==> config.mk <==
export PLATFORM = sky130hd
export DESIGN_NAME = gray_count_event_tx
export DESIGN_NICKNAME = d
export VERILOG_FILES = /design/src/rtl/gray_count_event_tx.sv
export SDC_FILE = /design/constraint.sdc
export NUM_CORES = 1
export LEC_CHECK = 0
export CELL_PAD_IN_SITES_DETAIL_PLACEMENT = 0
export CELL_PAD_IN_SITES_GLOBAL_PLACEMENT = 1
export CORE_UTILIZATION = 35
export CTS_CLUSTER_DIAMETER = 50
export CTS_CLUSTER_SIZE = 25
export DETAILED_ROUTE_END_ITERATION = 6
export PLACE_DENSITY = 0.65
export SETUP_SLACK_MARGIN = 0.1
export SLEW_MARGIN = 20
export SYNTH_ARGS = -nofsm -noshare
export SYNTH_HDL_FRONTEND = slang
export SYNTH_SLANG_ARGS = --single-unit
==> constraint.sdc <==
create_clock -name clock -period 3.5 [get_ports clock]
set_input_delay 0.525 -clock clock [delete_from_list [all_inputs] [get_ports clock]]
set_output_delay 0.525 -clock clock [all_outputs]
set_load 0.02 [all_outputs]
==> src/rtl/gray_count_event_tx.sv <==
// Gray counter event transmitter: sync, decode, classify and queue
// counter steps, then hand them out over a dav_/rfd 4-phase handshake.
module gray_count_event_tx #(
  parameter int DEPTH = 4
) (
  input  logic       clock,
  input  logic       reset_,
  input  logic [2:0] gray,
  input  logic       rfd,
  output logic       dav_,
  output logic [4:0] data,
  output logic       ovf
);

  localparam int AW = (DEPTH > 1) ? $clog2(DEPTH) : 1;

  localparam logic [1:0] IDLE     = 2'd0;
  localparam logic [1:0] WAIT_ACK = 2'd1;
  localparam logic [1:0] WAIT_RFD = 2'd2;

  localparam logic [AW:0] DEPTH_C = (AW+1)'(DEPTH);

  logic [2:0]    sync1;
  logic [2:0]    sync2;
  logic [2:0]    prev;
  logic [2:0]    bin;
  logic [1:0]    code;
  logic          change;

  logic [4:0]    mem [DEPTH];
  logic [AW-1:0] wptr;
  logic [AW-1:0] rptr;
  logic [AW:0]   count;
  logic          full;
  logic          empty;
  logic          pop;
  logic          wr_en;

  logic [1:0]    state;

  // Decode synchronised Gray to binary and classify against prev
  always_comb begin
    bin    = '0;
    code   = 2'b11;
    bin[2] = sync2[2];
    bin[1] = sync2[2] ^ sync2[1];
    bin[0] = bin[1] ^ sync2[0];
    change = (bin != prev);
    if (bin == prev + 3'd1) begin
      code = 2'b01;
    end else if (bin == prev - 3'd1) begin
      code = 2'b10;
    end else begin
      code = 2'b11;
    end
  end

  // FIFO status and pop/write qualification
  always_comb begin
    full  = (count == DEPTH_C);
    empty = (count == '0);
    pop   = (state == WAIT_ACK) && !rfd;
    wr_en = change && (!full || pop);
  end

  // Two-flop synchroniser and last-accepted value
  always_ff @(posedge clock or negedge reset_) begin
    if (!reset_) begin
      sync1 <= '0;
      sync2 <= '0;
      prev  <= '0;
    end else begin
      sync1 <= gray;
      sync2 <= sync1;
      prev  <= bin;
    end
  end

  // FIFO storage; contents are don't-care while not counted
  always_ff @(posedge clock) begin
    if (wr_en) begin
      mem[wptr] <= {code, bin};
    end
  end

  // FIFO pointers, occupancy and sticky overflow
  always_ff @(posedge clock or negedge reset_) begin
    if (!reset_) begin
      wptr  <= '0;
      rptr  <= '0;
      count <= '0;
      ovf   <= 1'b0;
    end else begin
      if (wr_en) begin
        wptr <= wptr + AW'(1);
      end
      if (pop) begin
        rptr <= rptr + AW'(1);
      end
      unique case ({wr_en, pop})
        2'b10:   count <= count + (AW+1)'(1);
        2'b01:   count <= count - (AW+1)'(1);
        default: count <= count;
      endcase
      if (change && full && !pop) begin
        ovf <= 1'b1;
      end
    end
  end

  // Output handshake FSM
  always_ff @(posedge clock or negedge reset_) begin
    if (!reset_) begin
      state <= IDLE;
      dav_  <= 1'b1;
      data  <= '0;
    end else begin
      unique case (state)
        IDLE: begin
          if (!empty && rfd) begin
            data  <= mem[rptr];
            dav_  <= 1'b0;
            state <= WAIT_ACK;
          end
        end
        WAIT_ACK: begin
          if (!rfd) begin
            dav_  <= 1'b1;
            state <= WAIT_RFD;
          end
        end
        WAIT_RFD: begin
          if (rfd) begin
            state <= IDLE;
          end
        end
        default: begin
          dav_  <= 1'b1;
          state <= IDLE;
        end
      endcase
    end
  end

endmodule

# Word level (Yosys, flattened, before mapping)

Memory sizes are Yosys's and may differ from the RTL's. A register that Yosys moved wholly into a read port is not among the register bits.
Cells that the tools add are included.

Memories: 1
Bits in registers: 20
Memory bits (writable): 20
Input bits: 6

Bitwise operators: 3
Reductions and logical operators: 17
Equality and inequality tests: 11
Add/sub/neg operators: 6
Muxes and demuxes: 12

Memories:

| memory | words | bits a word | read ports | clocked after memory_dff | wr ports | RTL line | RTL |
|---|---|---|---|---|---|---|---|
| mem    | 4     | 5           | 1          | 1                        | 1        | 30       | `logic [4:0] mem [DEPTH];` |

Operators by type and width:

| operator                                             | number |
|---|---|
| two-way mux 2 bit                                    | 4 |
| adder 3 x 1 -> 3 bit (second input constant)         | 2 |
| equality test 3 bit                                  | 2 |
| != test 2 bit (second input constant)                | 3 |
| case mux 2 bit (3 select lines)                      | 1 |
| case mux 3 bit (2 select lines)                      | 1 |
| AND reduction 3 bit                                  | 2 |
| subtractor 3 x 1 -> 3 bit (second input constant)    | 2 |
| logical AND 1 bit                                    | 5 |
| logical NOT 1 bit                                    | 5 |
| two-way mux 1 bit                                    | 5 |
| adder 2 x 1 -> 2 bit (second input constant)         | 2 |
| equality test 2 x 1 -> 1 bit (second input constant) | 2 |
| equality test 2 bit (second input constant)          | 2 |
| equality test 3 bit (second input constant)          | 1 |
| logical NOT 3 bit                                    | 1 |
| != test 3 bit                                        | 1 |
| case mux 1 bit (3 select lines)                      | 1 |
| logical NOT 2 bit                                    | 1 |
| AND reduction 2 bit                                  | 1 |
| nonzero test 2 bit                                   | 1 |
| bitwise XOR 1 bit                                    | 2 |
| logical OR 1 bit                                     | 1 |
| inverter 1 bit                                       | 1 |

# Logic depth before layout (Yosys ltp)

Depth in word-level cells: 6
Mapped depth: 9

# Worst setup path after synthesis

No wires, ideal clock.

Path kind: flip-flop to flip-flop
Start: register sync2[2]
End: register count[1]
Stages on the path, launching flop included: 7
Required time: 3372 ps
Setup slack: 1276 ps
Period minus slack after synthesis: 2224 ps
Buffers on the path: 1
Arrival: 2096 ps
Library setup time: 128 ps
Cells stage by stage: dfrtp_1 > clkbuf_1 > or4_4 > nand3b_4 > nor2b_1 > fa_1 > mux2_1

Word-level cells in the longest chain between the ends: 6

RTL lines:

| item                                                                         | RTL line | RTL |
|---|---|---|
| from (decl)                                                                  | 24       | `logic [2:0] sync2;` |
| from (signal assigned)                                                       | 74       | `sync2 <= sync1;` |
| bitwise XOR 1 bit                                                            | 46       | `bin[1] = sync2[2] ^ sync2[1];` |
| bitwise XOR 1 bit                                                            | 47       | `bin[0] = bin[1] ^ sync2[0];` |
| != test 3 bit *                                                              | 48       | `change = (bin != prev);` |
| logical AND 1 bit *                                                          | 63       | `wr_en = change && (!full \|\| pop);` |
| equality test 2 x 1 -> 1 bit / equality test 2 bit (equally long branches)   | 100      | `unique case ({wr_en, pop})` |
| case mux 3 bit (2 select lines) / nonzero test 2 bit (equally long branches) | -        |  |
| to (signal assigned)                                                         | 101      | `2'b10: count <= count + (AW+1)'(1);` |
| to (signal assigned)                                                         | 102      | `2'b01: count <= count - (AW+1)'(1);` |
| to (signal assigned)                                                         | 103      | `default: count <= count;` |
| to (decl)                                                                    | 33       | `logic [AW:0] count;` |

Mark *: on every way between the ends. The rest lies on a longest branch, timed or not.
A chain may end at the register's enable or synchronous reset.

# Final worst setup path

Start: input port rfd
End: memory mem[0][1] (enable)

Word-level cells in the longest chain between the ends: 6

RTL lines:

| item                                    | RTL line | RTL |
|---|---|---|
| from (decl)                             | 9        | `input logic rfd,` |
| logical NOT 1 bit                       | -        |  |
| logical AND 1 bit                       | 62       | `pop = (state == WAIT_ACK) && !rfd;` |
| logical OR 1 bit                        | 63       |  |
| logical AND 1 bit                       | 63       |  |
| two-way mux 1 bit                       | 81       | `if (wr_en) begin` |
| two-way mux 1 bit (implied by the code) | 82       | `mem[wptr] <= {code, bin};` |
| to (decl)                               | 30       |  |

No other way between the ends.

==> results.json <==
{
  "status": "complete, no violations",
  "p_sw_uw": 530.3,
  "fin_nets": 157,
  "drv_cap": 0,
  "post-cts-setup-buffer-count": 0,
  "worst_path_largest_cell_delay_ns": 0.50,
  "cp-end-kind": "register",
  "yosysWarnings": 0,
  "synth_edf_count": 20,
  "intPower_uw": 1245,
  "core_um2": 5238,
  "fin_tns_setup_ns": 0,
  "syn_to_final_growth_pct": 14.62,
  "grt_setup_unrepaired": "false",
  "reg2reg_to": "count[1]",
  "reg2reg_from": "prev[0]",
  "antenna_cells": 0,
  "cts_tree": "built",
  "start_util": 0.3727,
  "yosysSeqAreaShare": 0.6288,
  "path_clk_slew_ns": 0.08,
  "syn-num-nets": 144,
  "drc": 0,
  "cts_num_sinks": 45,
  "clock_latency_ns": 0.29,
  "ys.flop_type": "dfrtp_1",
  "drv_slew": 0,
  "cts_htree_levels": 2,
  "dp_cells": 207,
  "numCtsBuffers": 5,
  "ios": 13,
  "vias_per_cell": 4.660,
  "syn_area_per_cell_um2": 14.90,
  "path_cells": "clkdlybuf4s50_1 > or3b_1 > nand3_1 > nor2b_1 > and2_1",
  "die_area_um2": 5879,
  "pwr-share-seq": 0.489,
  "r2r_slack_ns": 1.14,
  "crit_fanout": 8,
  "cp-start-kind": "input port",
  "overflow": 0,
  "postSynthCellCount": 131,
  "synth_area_um2": 1952,
  "ctsResizeCount": 0,
  "whs_ns": 0.2093,
  "wirelength_um": 2927,
  "first_iter_violations": 33,
  "crit_start": "rfd",
  "holdCritPathClass": "in -> async",
  "grt_max_degree": 26,
  "pwr-share-clk": 0.208,
  "ir_worst_vdd_mv": 0.3025,
  "p_total_uw": 1775,
  "slew_headroom": 0.6163,
  "antenna_found_initial": 0,
  "place_hpwl_um": 2153,
  "drive_gt1_frac": 0.1586,
  "async_reset_ff_frac": 0.5556,
  "gp_congestion": 0.7663,
  "cts_buffer_depth": 2,
  "cp.required_ns": 3.48,
  "combPwrFrac": 0.303,
  "cts_root_buf": "clkbuf_8",
  "crit_end": "mem[0][1]",
  "instances_no_fill": 215,
  "power_density_nw_per_um2": 793.4,
  "fin_crit_ns": 2.365,
  "worstMarginPinSlew_ns": 0.5736,
  "grtUsageTotal": 0.1142,
  "synthDistinctLibCells": 36,
  "hold_buffers": 0,
  "setup_viol": 0,
  "crit_arrival_ns": 2.34,
  "finalHoldViolations": 0,
  "p_leak_uw": 0.0008639,
  "yosysTopAreaCellShare": 0.3077,
  "portBuffers": 12,
  "grt_pass1_wl_um": 5126,
  "synth.area.top_cells": "dfrtp_1, edfxtp_1, mux4_2",
  "dr_total_vias": 1002,
  "p_sw_frac": 0.2987,
  "die_w_um": 76.68,
  "synth_area_leader_cell": "dfrtp_1",
  "fin_skew_ns": 0.005019,
  "ant_nets": 0,
  "crit_type": "in -> reg",
  "grt_pass1_vias": 1057,
  "final_util": 0.4271,
  "chipHeight_um": 76.68,
  "cp_slowest_cell": "or3b_1",
  "period_share": 0.6757,
  "wl_per_cell_um": 13.61,
  "num_rows": 26,
  "drtPass1Iterations": 4,
  "rr_worst_depth": 6,
  "max_freq_ghz": 0.4228,
  "synth_seq_cells": 45
}
==> worst min path at each step <==
stage | start | endpoint | slack (ns) | cells past startpoint
after floorplan | reset_ | count[0] | 0.23 | 0
after global placement | sync1[0] | sync2[0] | 0.34 | 0
after detailed placement | sync1[2] | sync2[2] | 0.33 | 0
after CTS | sync1[2] | sync2[2] | 0.35 | 0
after global routing | reset_ | data[1] | 0.25 | 1
final | reset_ | data[3] | 0.21 | 1
==> critical path: cells and delay by family <==
| family | cells | cell delay [ns] |
|---|---|---|
| buf+inv | 1 | 0.44 |
| simple gates | 4 | 1.38 |
==> power by group through the flow <==
stage	logic, uW	clock network, uW	registers, uW
3_5_place_dp	548	0	880
4_1_cts	551	380	871
3_3_place_gp	528	0	872
6_report	538	369	868
5_1_grt	602	403	891
2_1_floorplan	388	0	865
==> registers in the layout (all words and copies together), names as in the netlist <==
name   cells
data       5
state      2
mem       20
sync2      3
prev       3
count      3
dav_       1
sync1      3
wptr       2
ovf        1
rptr       2
==> Yosys cell counts (all sizes together) (2+ instances only) <==
| cell type | n |
|---|---|
| dfrtp | 24 |
| edfxtp | 20 |
| mux2 | 8 |
| ha | 6 |
| inv | 6 |
| xor2 | 6 |
| mux4 | 5 |
| nand2 | 5 |
| nor2 | 5 |
| xnor2 | 5 |
| and2 | 4 |
| clkbuf | 4 |
| nand2b | 4 |
| mux2i | 3 |
| a31oi | 2 |
| buf | 2 |
| nand3 | 2 |
| nor2b | 2 |
| nor3 | 2 |
| nor4 | 2 |
| o21ai | 2 |
==> cells by family after synthesis <==
group | share of synthesized area
AOI/OAI and AO/OA | 0.02628
xor gates and xnor gates | 0.05321
adders and majority gates | 0.04872
buffers and inverters | 0.02371
DFF | 0.6289
muxes | 0.1192
and+or+nand+nor | 0.1000
==> stage by stage <==
stage | setup slack, ns | instance area, um2
after floorplan | 1.276 | 1952
after global placement | 0.8582 | 2136
after detailed placement | 0.8155 | 2136
after CTS | 1.122 | 2242
after global routing | 0.9012 | 2237
final | 1.135 | 2237
==> placed cells by master (no fill, tap or decap), types with 2 or more instances in the layout <==
master            n
o21ai_0           2
nor3_1            2
and2_1            4
nor2b_1           2
nor2_1            5
clkbuf_8          5
xnor2_1           4
nor4_1            2
dfrtp_1          24
xor2_1            6
mux2_2            7
nand2b_1          4
ha_1              6
edfxtp_1         20
a31oi_1           2
clkdlybuf4s50_1  11
mux2i_1           3
nand3_1           2
nand2_1           5
inv_1             6
mux4_2            5
==> per-layer routing <==
| layer | routed length [um] | GRT usage | part of all wire | vias to the layer above |
|---|---|---|---|---|
| met5 | 0 | 0 | 0 | - |
| met4 | 31 | 0.03462 | 0.011 | 0 |
| met3 | 92 | 0.03214 | 0.031 | 4 |
| met2 | 1500 | 0.1955 | 0.51 | 18 |
| met1 | 1302 | 0.1392 | 0.44 | 498 |
| li1 | - | - | - | 482 |
==> area by class of cell <==
class / count / area (um2)
repair buffers: 12 / 115.1
well taps: 70 / 87.58
inverters: 6 / 22.52
multi-input cells: 74 / 678.2
clock inverters: 2 / 33.78
clock buffers: 6 / 72.57
fillers: 473 / 3000
flip-flops and latches: 45 / 1227
No activity file was read; power rests on OpenSTA's default activity.
